**src/rtl/adder_accum_pkg.sv**
```systemverilog
// Shared definitions for the adder_accum block: FSM state encoding.
package adder_accum_pkg;

    typedef enum logic [1:0] {
        StIdle  = 2'd0,
        StAccum = 2'd1,
        StDone  = 2'd2
    } state_e;

endpackage

```
**src/rtl/struc_adder.sv**
```systemverilog
// Ripple-carry adder built from per-bit full-adder equations.
module struc_adder #(
    parameter int unsigned SIZE = 4
) (
    input  logic [SIZE-1:0] dinx_i,
    input  logic [SIZE-1:0] diny_i,
    output logic [SIZE-1:0] sum_o,
    output logic            cout_o
);

    logic [SIZE:0] carry;

    assign carry[0] = 1'b0;

    for (genvar i = 0; i < SIZE; i++) begin : g_fa
        assign sum_o[i]     = dinx_i[i] ^ diny_i[i] ^ carry[i];
        assign carry[i + 1] = (dinx_i[i] & diny_i[i]) | (carry[i] & (dinx_i[i] ^ diny_i[i]));
    end

    assign cout_o = carry[SIZE];

endmodule

```
**src/rtl/adder_accum.sv**
```systemverilog
// Sums count_i terms presented on a valid/ready input and holds the result
// (with a sticky carry-out flag) on a valid/ready output until taken.
module adder_accum
    import adder_accum_pkg::*;
#(
    parameter int unsigned SIZE  = 4,
    parameter int unsigned CNT_W = 4
) (
    input  logic             clk_i,
    input  logic             rst_i,
    input  logic             start_i,
    input  logic [CNT_W-1:0] count_i,
    input  logic             in_valid_i,
    input  logic [SIZE-1:0]  in_data_i,
    output logic             in_ready_o,
    output logic             out_valid_o,
    input  logic             out_ready_i,
    output logic [SIZE-1:0]  sum_o,
    output logic             ovf_o,
    output logic             busy_o
);

    state_e           state_q, state_d;
    logic [SIZE-1:0]  acc_q, acc_d;
    logic             ovf_q, ovf_d;
    logic [CNT_W-1:0] rem_q, rem_d;

    logic [SIZE-1:0]  add_sum;
    logic             add_cout;

    struc_adder #(
        .SIZE (SIZE)
    ) u_adder (
        .dinx_i (acc_q),
        .diny_i (in_data_i),
        .sum_o  (add_sum),
        .cout_o (add_cout)
    );

    always_comb begin
        state_d = state_q;
        acc_d   = acc_q;
        ovf_d   = ovf_q;
        rem_d   = rem_q;
        unique case (state_q)
            StIdle: begin
                if (start_i) begin
                    acc_d   = '0;
                    ovf_d   = 1'b0;
                    rem_d   = count_i;
                    state_d = (count_i == '0) ? StDone : StAccum;
                end
            end
            StAccum: begin
                // in_ready_o is implied by being in this state
                if (in_valid_i) begin
                    acc_d = add_sum;
                    ovf_d = ovf_q | add_cout;
                    rem_d = rem_q - CNT_W'(1);
                    if (rem_q == CNT_W'(1)) begin
                        state_d = StDone;
                    end
                end
            end
            StDone: begin
                if (out_ready_i) begin
                    state_d = StIdle;
                end
            end
            default: state_d = StIdle;
        endcase
    end

    always_ff @(posedge clk_i) begin
        if (rst_i) begin
            state_q <= StIdle;
            acc_q   <= '0;
            ovf_q   <= 1'b0;
            rem_q   <= '0;
        end else begin
            state_q <= state_d;
            acc_q   <= acc_d;
            ovf_q   <= ovf_d;
            rem_q   <= rem_d;
        end
    end

    assign in_ready_o  = (state_q == StAccum);
    assign out_valid_o = (state_q == StDone);
    assign busy_o      = (state_q != StIdle);
    assign sum_o       = acc_q;
    assign ovf_o       = ovf_q;

endmodule

```
**config.mk**
```make
export PLATFORM = sky130hd
export DESIGN_NAME = adder_accum
export DESIGN_NICKNAME = d
export VERILOG_FILES = /design/src/rtl/adder_accum_pkg.sv /design/src/rtl/struc_adder.sv /design/src/rtl/adder_accum.sv
export SDC_FILE = /design/constraint.sdc
export NUM_CORES = 1
export LEC_CHECK = 0
export CAP_MARGIN = 20
export CORE_ASPECT_RATIO = 1.5
export CORE_UTILIZATION = 35
export DETAILED_ROUTE_END_ITERATION = 7
export SETUP_SLACK_MARGIN = 0.5
export SLEW_MARGIN = 5
export SYNTH_ARGS = -nofsm -noshare
export SYNTH_HDL_FRONTEND = slang
export SYNTH_HIERARCHICAL = 1
export SYNTH_SLANG_ARGS = --single-unit
```
**constraint.sdc**
```tcl
create_clock -name clk_i -period 3.2 [get_ports clk_i]
set_input_delay 0.48 -clock clk_i [delete_from_list [all_inputs] [get_ports clk_i]]
set_output_delay 0.48 -clock clk_i [all_outputs]
set_load 0.01 [all_outputs]
```
==> summary.txt, run 1 <==
Outcome
  – Status: finished clean

STA
  – Worst Max-Slew Pin Slew: 651.8 ps
  – Final period util: 0.7162
  – Skew final: 0.7918 ps
  – Max Freq: 0.4363 GHz
  – Setup TNS: 0 ps
  – Final Max Tran Viols: 0
  – Min Tclk post-route: 2292 ps
  – Hold Vio Cnt, Final: 0
  – RSZ-0062 raised after global routing: no
  – Setup violators final: 0
  – Max-slew headroom: 0.5531

Cells and area
  – Filler Cells Inserted: 194
  – Footprint of the multi-input gates: 409.1 um^2
  – Fin nets: 124
  – Most frequent cells in the layout: 20 x clkdlybuf4s50_1, 16 x inv_1, 11 x dfxtp_1
  – Area growth from synthesis to layout: 33.51%
  – # diodes: 0
  – Reg area: 220.2 um^2
  – Commonest non-fill, non-tap cell in the layout: clkdlybuf4s50_1
  – Share of post-route cells with drive strength above 1: 0.06731

Place
  – Routability cong.: 0.7582
  – HPWL Detailed: 1.260 mm
  – Input/output buffers: 20

Worst setup path
  – Data arrival, critical path: 2480 ps
  – CP max FO: 1
  – WP data required: 3390 ps
  – WS Path Type: in -> reg
  – Startpoint Class: primary input
  – Critical Path Sink Type: register

Global route
  – Largest net degree at the start of global routing: 15
  – Overall Global Routing Usage: 0.1751
  – Global-route wire length before repair: 2.815 mm
  – Initial antenna violation count: 0
  – GRT overflow: 0
  – Vias in the first global route: 664

Floorplan
  – Ports: 21
  – Full die area: 2203 um^2
  – Core box area: 1854 um^2
  – Initial Util: 0.3806
  – Die Span Y: 57.00 um
  – Row Count: 19
  – Die Span X: 38.66 um

Route
  – Vias per cell: 5.456
  – DRC errors left: 0
  – TritonRoute pass-1 iters: 3
  – Final ANT Viol Nets: 0
  – Via count: 682
  – WL per Instance: 13.01 um
  – Initial DRC count: 8
  – Final wirelength: 1.626 mm

Synth
  – Mapped Nets: 103
  – Syn Area/Cell: 8.401 um^2
  – Main synth FF type: dfxtp_1
  – FFs w/ async S/R, synth: 0
  – Seq cells post-synth: 11
  – Register area share after synthesis: 0.3121
  – Post-synth EDFFs: 0
  – Netlist cell types: 31
  – Post-synthesis cell count: 84
  – Yosys warnings: 6
  – Mapped cell area: 705.7 um^2

Run
  – Max-cap check violation count: 0

Clock tree
  – TritonCTS buffer count: 3
  – H-tree levels: 1
  – Clock sinks: 11
  – CTS tree: yes
  – CTS root buffer: clkbuf_4
  – Max clock buf depth: 2
  – Setup bufs post-CTS: 0
  – CTS resizes: 0
  – Hold buffers post-CTS: 0
  – Clock transition at path regs: 70 ps
  – Worst-Skew Late Latency: 270 ps

Power and ir drop
  – Static Leak: 0.3672 nW
  – Max VDD drop: 0.2131 mV
  – Power, Total: 0.3642 mW
  – PD cells: 386.6 nW/um^2

Min path
  – Worst Hold Class: reg -> reg
==> Yosys cell counts, types with 2 or more instances <==
master / number / share of area
nor2_1: 3 / 0.016
a2111oi_0: 2 / 0.025
a211oi_1: 3 / 0.032
nand3_1: 6 / 0.043
nand2b_1: 3 / 0.027
ha_1: 3 / 0.053
nor2b_1: 2 / 0.018
a21oi_1: 7 / 0.050
clkbuf_1: 3 / 0.016
inv_1: 16 / 0.085
fa_1: 3 / 0.085
dfxtp_1: 11 / 0.31
o21ai_0: 4 / 0.028
==> cell families after synthesis <==
logic type | Yosys count | share of synthesized area
compound gates | 24 | 0.2376
fa+ha+maj | 6 | 0.1383
buf+inv | 20 | 0.1082
flops | 11 | 0.3121
mux | 2 | 0.03014
simple gates | 21 | 0.1738
==> final timing paths <==
path	start	endpoint	slack, ps	cells past startpoint
max reg2reg	sum_o[0]	ovf_o	1210	10
max	in_data_i[0]	ovf_o	910	11
min reg2reg	sum_o[3]	sum_o[3]	490	2
min	sum_o[3]	sum_o[3]	490	2
==> report_power, final <==
part           internal [mW]  switching, mW  total, mW
Sequential             0.148         0.0139      0.162
Clock                 0.0483         0.0484     0.0967
Combinational         0.0545         0.0513      0.106
==> area by class of cell <==
cell class | count | share of cell area
Inverter | 16 | 0.06374
Clock buffer | 4 | 0.02789
Multi-Input combinational cell | 53 | 0.4343
Sequential cell | 11 | 0.2337
Timing Repair Buffer | 20 | 0.2125
Tap cell | 21 | 0.02789
==> layer usage <==
layer	wire length [um]	GRT usage
met3	81	0.02335
met5	0	0
met1	681	0.2109
met4	32	0.07389
met2	831	0.2976
==> critical path, stage by stage <==
cell             delay [ps]
clkdlybuf4s50_1         460
ha_1                    140
inv_1                    50
fa_1                    370
inv_1                    80
fa_1                    160
inv_1                    50
fa_1                    360
inv_1                    60
a31oi_1                  70
a211oi_1                200
==> flip-flops by register name (all words and copies together), names as in the netlist <==
| register | flops |
|---|---|
| ovf_o | 1 |
| rem_q | 4 |
| state_q | 2 |
| sum_o | 4 |
==> through the flow <==
stage / area (um^2) / setup slack (ps) / hold slack [ps] / util / instances
6_report: 942.2 / 908.2 / 490.0 / 0.5081 / 125
3_5_place_dp: 915.9 / 613.3 / 488.9 / 0.4939 / 121
4_1_cts: 942.2 / 891.2 / 498.8 / 0.5081 / 125
5_1_grt: 942.2 / 800.0 / 531.2 / 0.5081 / 125
3_3_place_gp: 915.9 / 636.0 / 478.6 / 0.4939 / 121
2_1_floorplan: 705.7 / 1202 / 478.5 / - / 84
Note: power is estimated with default switching activity, not from simulation.
==> run 2: changes to the inputs <==
Clock period 3.2 ns to 2.05 ns, I/O delays scaled along.
==> run 2 against run 1 <==
Effect of this change:
- cell count is 6.4% higher
- clock power increased by 69%
- clock skew about the same
- power rose by 67%
- first-iteration DRC count down 13%
- sequential power is 53% higher
==> summary.txt, run 2 (synthesis results as in run 1) <==
Outcome
  – Status: finished clean (unchanged)

STA
  – Final period util: 0.9072
  – RSZ-0062 raised after global routing: yes (was no)
  – Setup violators final: 0 (unchanged)
  – Max-slew headroom: 0.5415 (was 0.5531)
  – Worst Max-Slew Pin Slew: 668.6 ps (was 651.8 ps)
  – Skew final: 1.118 ps (was 0.7918 ps)
  – Max Freq: 0.5377 GHz
  – Final Max Tran Viols: 0 (unchanged)
  – Hold Vio Cnt, Final: 0 (unchanged)
  – Min Tclk post-route: 1860 ps

Global route
  – Vias in the first global route: 671 (was 664)
  – Overall Global Routing Usage: 0.1970 (was 0.1751)
  – Largest net degree at the start of global routing: 11 (was 15)
  – Global-route wire length before repair: 3.049 mm (was 2.815 mm)
  – GRT overflow: 0 (unchanged)
  – Initial antenna violation count: 0 (unchanged)

Worst setup path
  – Startpoint Class: register (was primary input)
  – Data arrival, critical path: 2040 ps (was 2480 ps)
  – WP data required: 2230 ps (was 3390 ps)
  – CP max FO: 2 (was 1)
  – Critical Path Sink Type: register (unchanged)
  – WS Path Type: reg -> reg (was in -> reg)

Cells and area
  – Reg area: 231.5 um^2 (was 220.2 um^2)
  – Footprint of the multi-input gates: 441.7 um^2 (was 409.1 um^2)
  – Final instance area: 1052 um^2 (was 942.2 um^2)
  – Filler Cells Inserted: 187 (was 194)
  – Area growth from synthesis to layout: 49.11% (was 33.51%)
  – Fin nets: 132 (was 124)
  – # diodes: 0 (unchanged)
  – Final core area utilization: 0.5675 (was 0.5081)
  – Most frequent cells in the layout: 10 x inv_1, 10 x clkdlybuf4s50_1, 8 x dfxtp_1, 8 x buf_4, 7 x a21oi_1 (was 20 x clkdlybuf4s50_1, 16 x inv_1, 11 x dfxtp_1)
  – Share of post-route cells with drive strength above 1: 0.2679 (was 0.06731)

Floorplan
  – Full die area: 2203 um^2 (unchanged)
  – Die Span Y: 57.00 um (unchanged)
  – Core box area: 1854 um^2 (unchanged)
  – Die Span X: 38.66 um (unchanged)
  – Ports: 21 (unchanged)
  – Row Count: 19 (unchanged)
  – Initial Util: 0.3806 (unchanged)

Clock tree
  – Max clock buf depth: 2 (unchanged)
  – Clock transition at path regs: 80 ps (was 70 ps)
  – H-tree levels: 1 (unchanged)
  – Worst-Skew Late Latency: 280 ps (was 270 ps)
  – CTS tree: yes (unchanged)
  – TritonCTS buffer count: 3 (unchanged)
  – CTS root buffer: clkbuf_4 (unchanged)
  – Clock sinks: 11 (unchanged)
  – Hold buffers post-CTS: 0 (unchanged)

Route
  – Initial DRC count: 7 (was 8)
  – Via count: 706 (was 682)
  – DRC errors left: 0 (unchanged)
  – TritonRoute pass-1 iters: 4 (was 3)
  – Final wirelength: 1.830 mm (was 1.626 mm)
  – Final ANT Viol Nets: 0 (unchanged)
  – WL per Instance: 13.76 um (was 13.01 um)
  – Vias per cell: 5.308 (was 5.456)

Power and ir drop
  – Static Leak: 0.4907 nW (was 0.3672 nW)
  – PD cells: 577.3 nW/um^2 (was 386.6 nW/um^2)
  – Max VDD drop: 0.4020 mV (was 0.2131 mV)

Place
  – HPWL Detailed: 1.392 mm (was 1.260 mm)
  – Input/output buffers: 20 (unchanged)
  – Dpl cell area: 967.2 um^2 (was 915.9 um^2)
  – Routability cong.: 0.7623 (was 0.7582)

Run
  – Max-cap check violation count: 0 (unchanged)

Min path
  – Worst Hold Class: in -> reg (was reg -> reg)
## run 2: cell types whose count changed in the layout (fill, tap and decap cells not counted), moves of 5 or more
cell	before	now
inv_2	0	6
clkdlybuf4s50_1	20	10
dlymetal6s2s_1	0	5
dlygate4sd2_1	0	5
inv_1	16	10
buf_4	0	8
## run 2: power breakdown
part           internal [mW]  switching (mW)  leakage, nW
Sequential             0.230          0.0180       0.0922
Clock                 0.0758          0.0877       0.0150
Combinational          0.100          0.0958        0.384
Total                  0.406           0.202        0.491
## run 2: what timing repair did
item                       in CTS  in global routing
cloned                          0                  0
gates resized for setup         9                 13
pin swaps                       5                  3
setup endpoints to repair      12                 14
buffers inserted                1                  3
## run 2: worst max-delay path, stage by stage, from the launching register on
cell and delay, ps:
dfxtp_4 360, ha_4 120, inv_2 30, fa_2 320, inv_2 60, fa_2 180, inv_2 40, fa_2 520
inv_2 40, nand3_2 50, a21oi_1 50
## run 2: final cells by class
cell class | count | area share
clock buffer | 4 | 0.02497
tap | 21 | 0.02497
sequential | 11 | 0.2200
multi-input combinational | 53 | 0.4197
timing repair buffer | 28 | 0.2533
inverter | 16 | 0.05707
## run 2: stage by stage
stage / cells / setup WS (ps) / TNS, ps / hold WS [ps] / power, mW
final: 133 / 190.3 / 0 / 482.2 / 0.6075
after global routing: 133 / 104.5 / 0 / 530.3 / 0.6484
after CTS: 130 / 177.2 / 0 / 498.5 / 0.5937
after detailed placement: 125 / -344.5 / -734.0 / 491.5 / 0.4356
after global placement: 125 / -320.7 / -680.2 / 481.5 / 0.4354
after floorplan: 84 / 188.4 / 0 / 404.5 / 0.3540
## run 2: layer usage
metal  GRT usage  vias to the layer above  routed length, um
met5           0                        -                  0
met3     0.03502                        6                 69
met4      0.1034                        0                 33
li1            -                      348                  -
met2      0.3476                       23                980
met1      0.2079                      329                747
## run 2: path summary, 6_finish.rpt
| check | from | end | slack [ps] | cells after the start |
|---|---|---|---|---|
| hold reg to reg | sum_o[3] | sum_o[3] | 490 | 2 |
| hold / removal | count_i[3] | state_q[0] | 480 | 4 |
| setup reg to reg | sum_o[0] | sum_o[3] | 190 | 10 |
| setup / recovery | sum_o[0] | sum_o[3] | 190 | 10 |
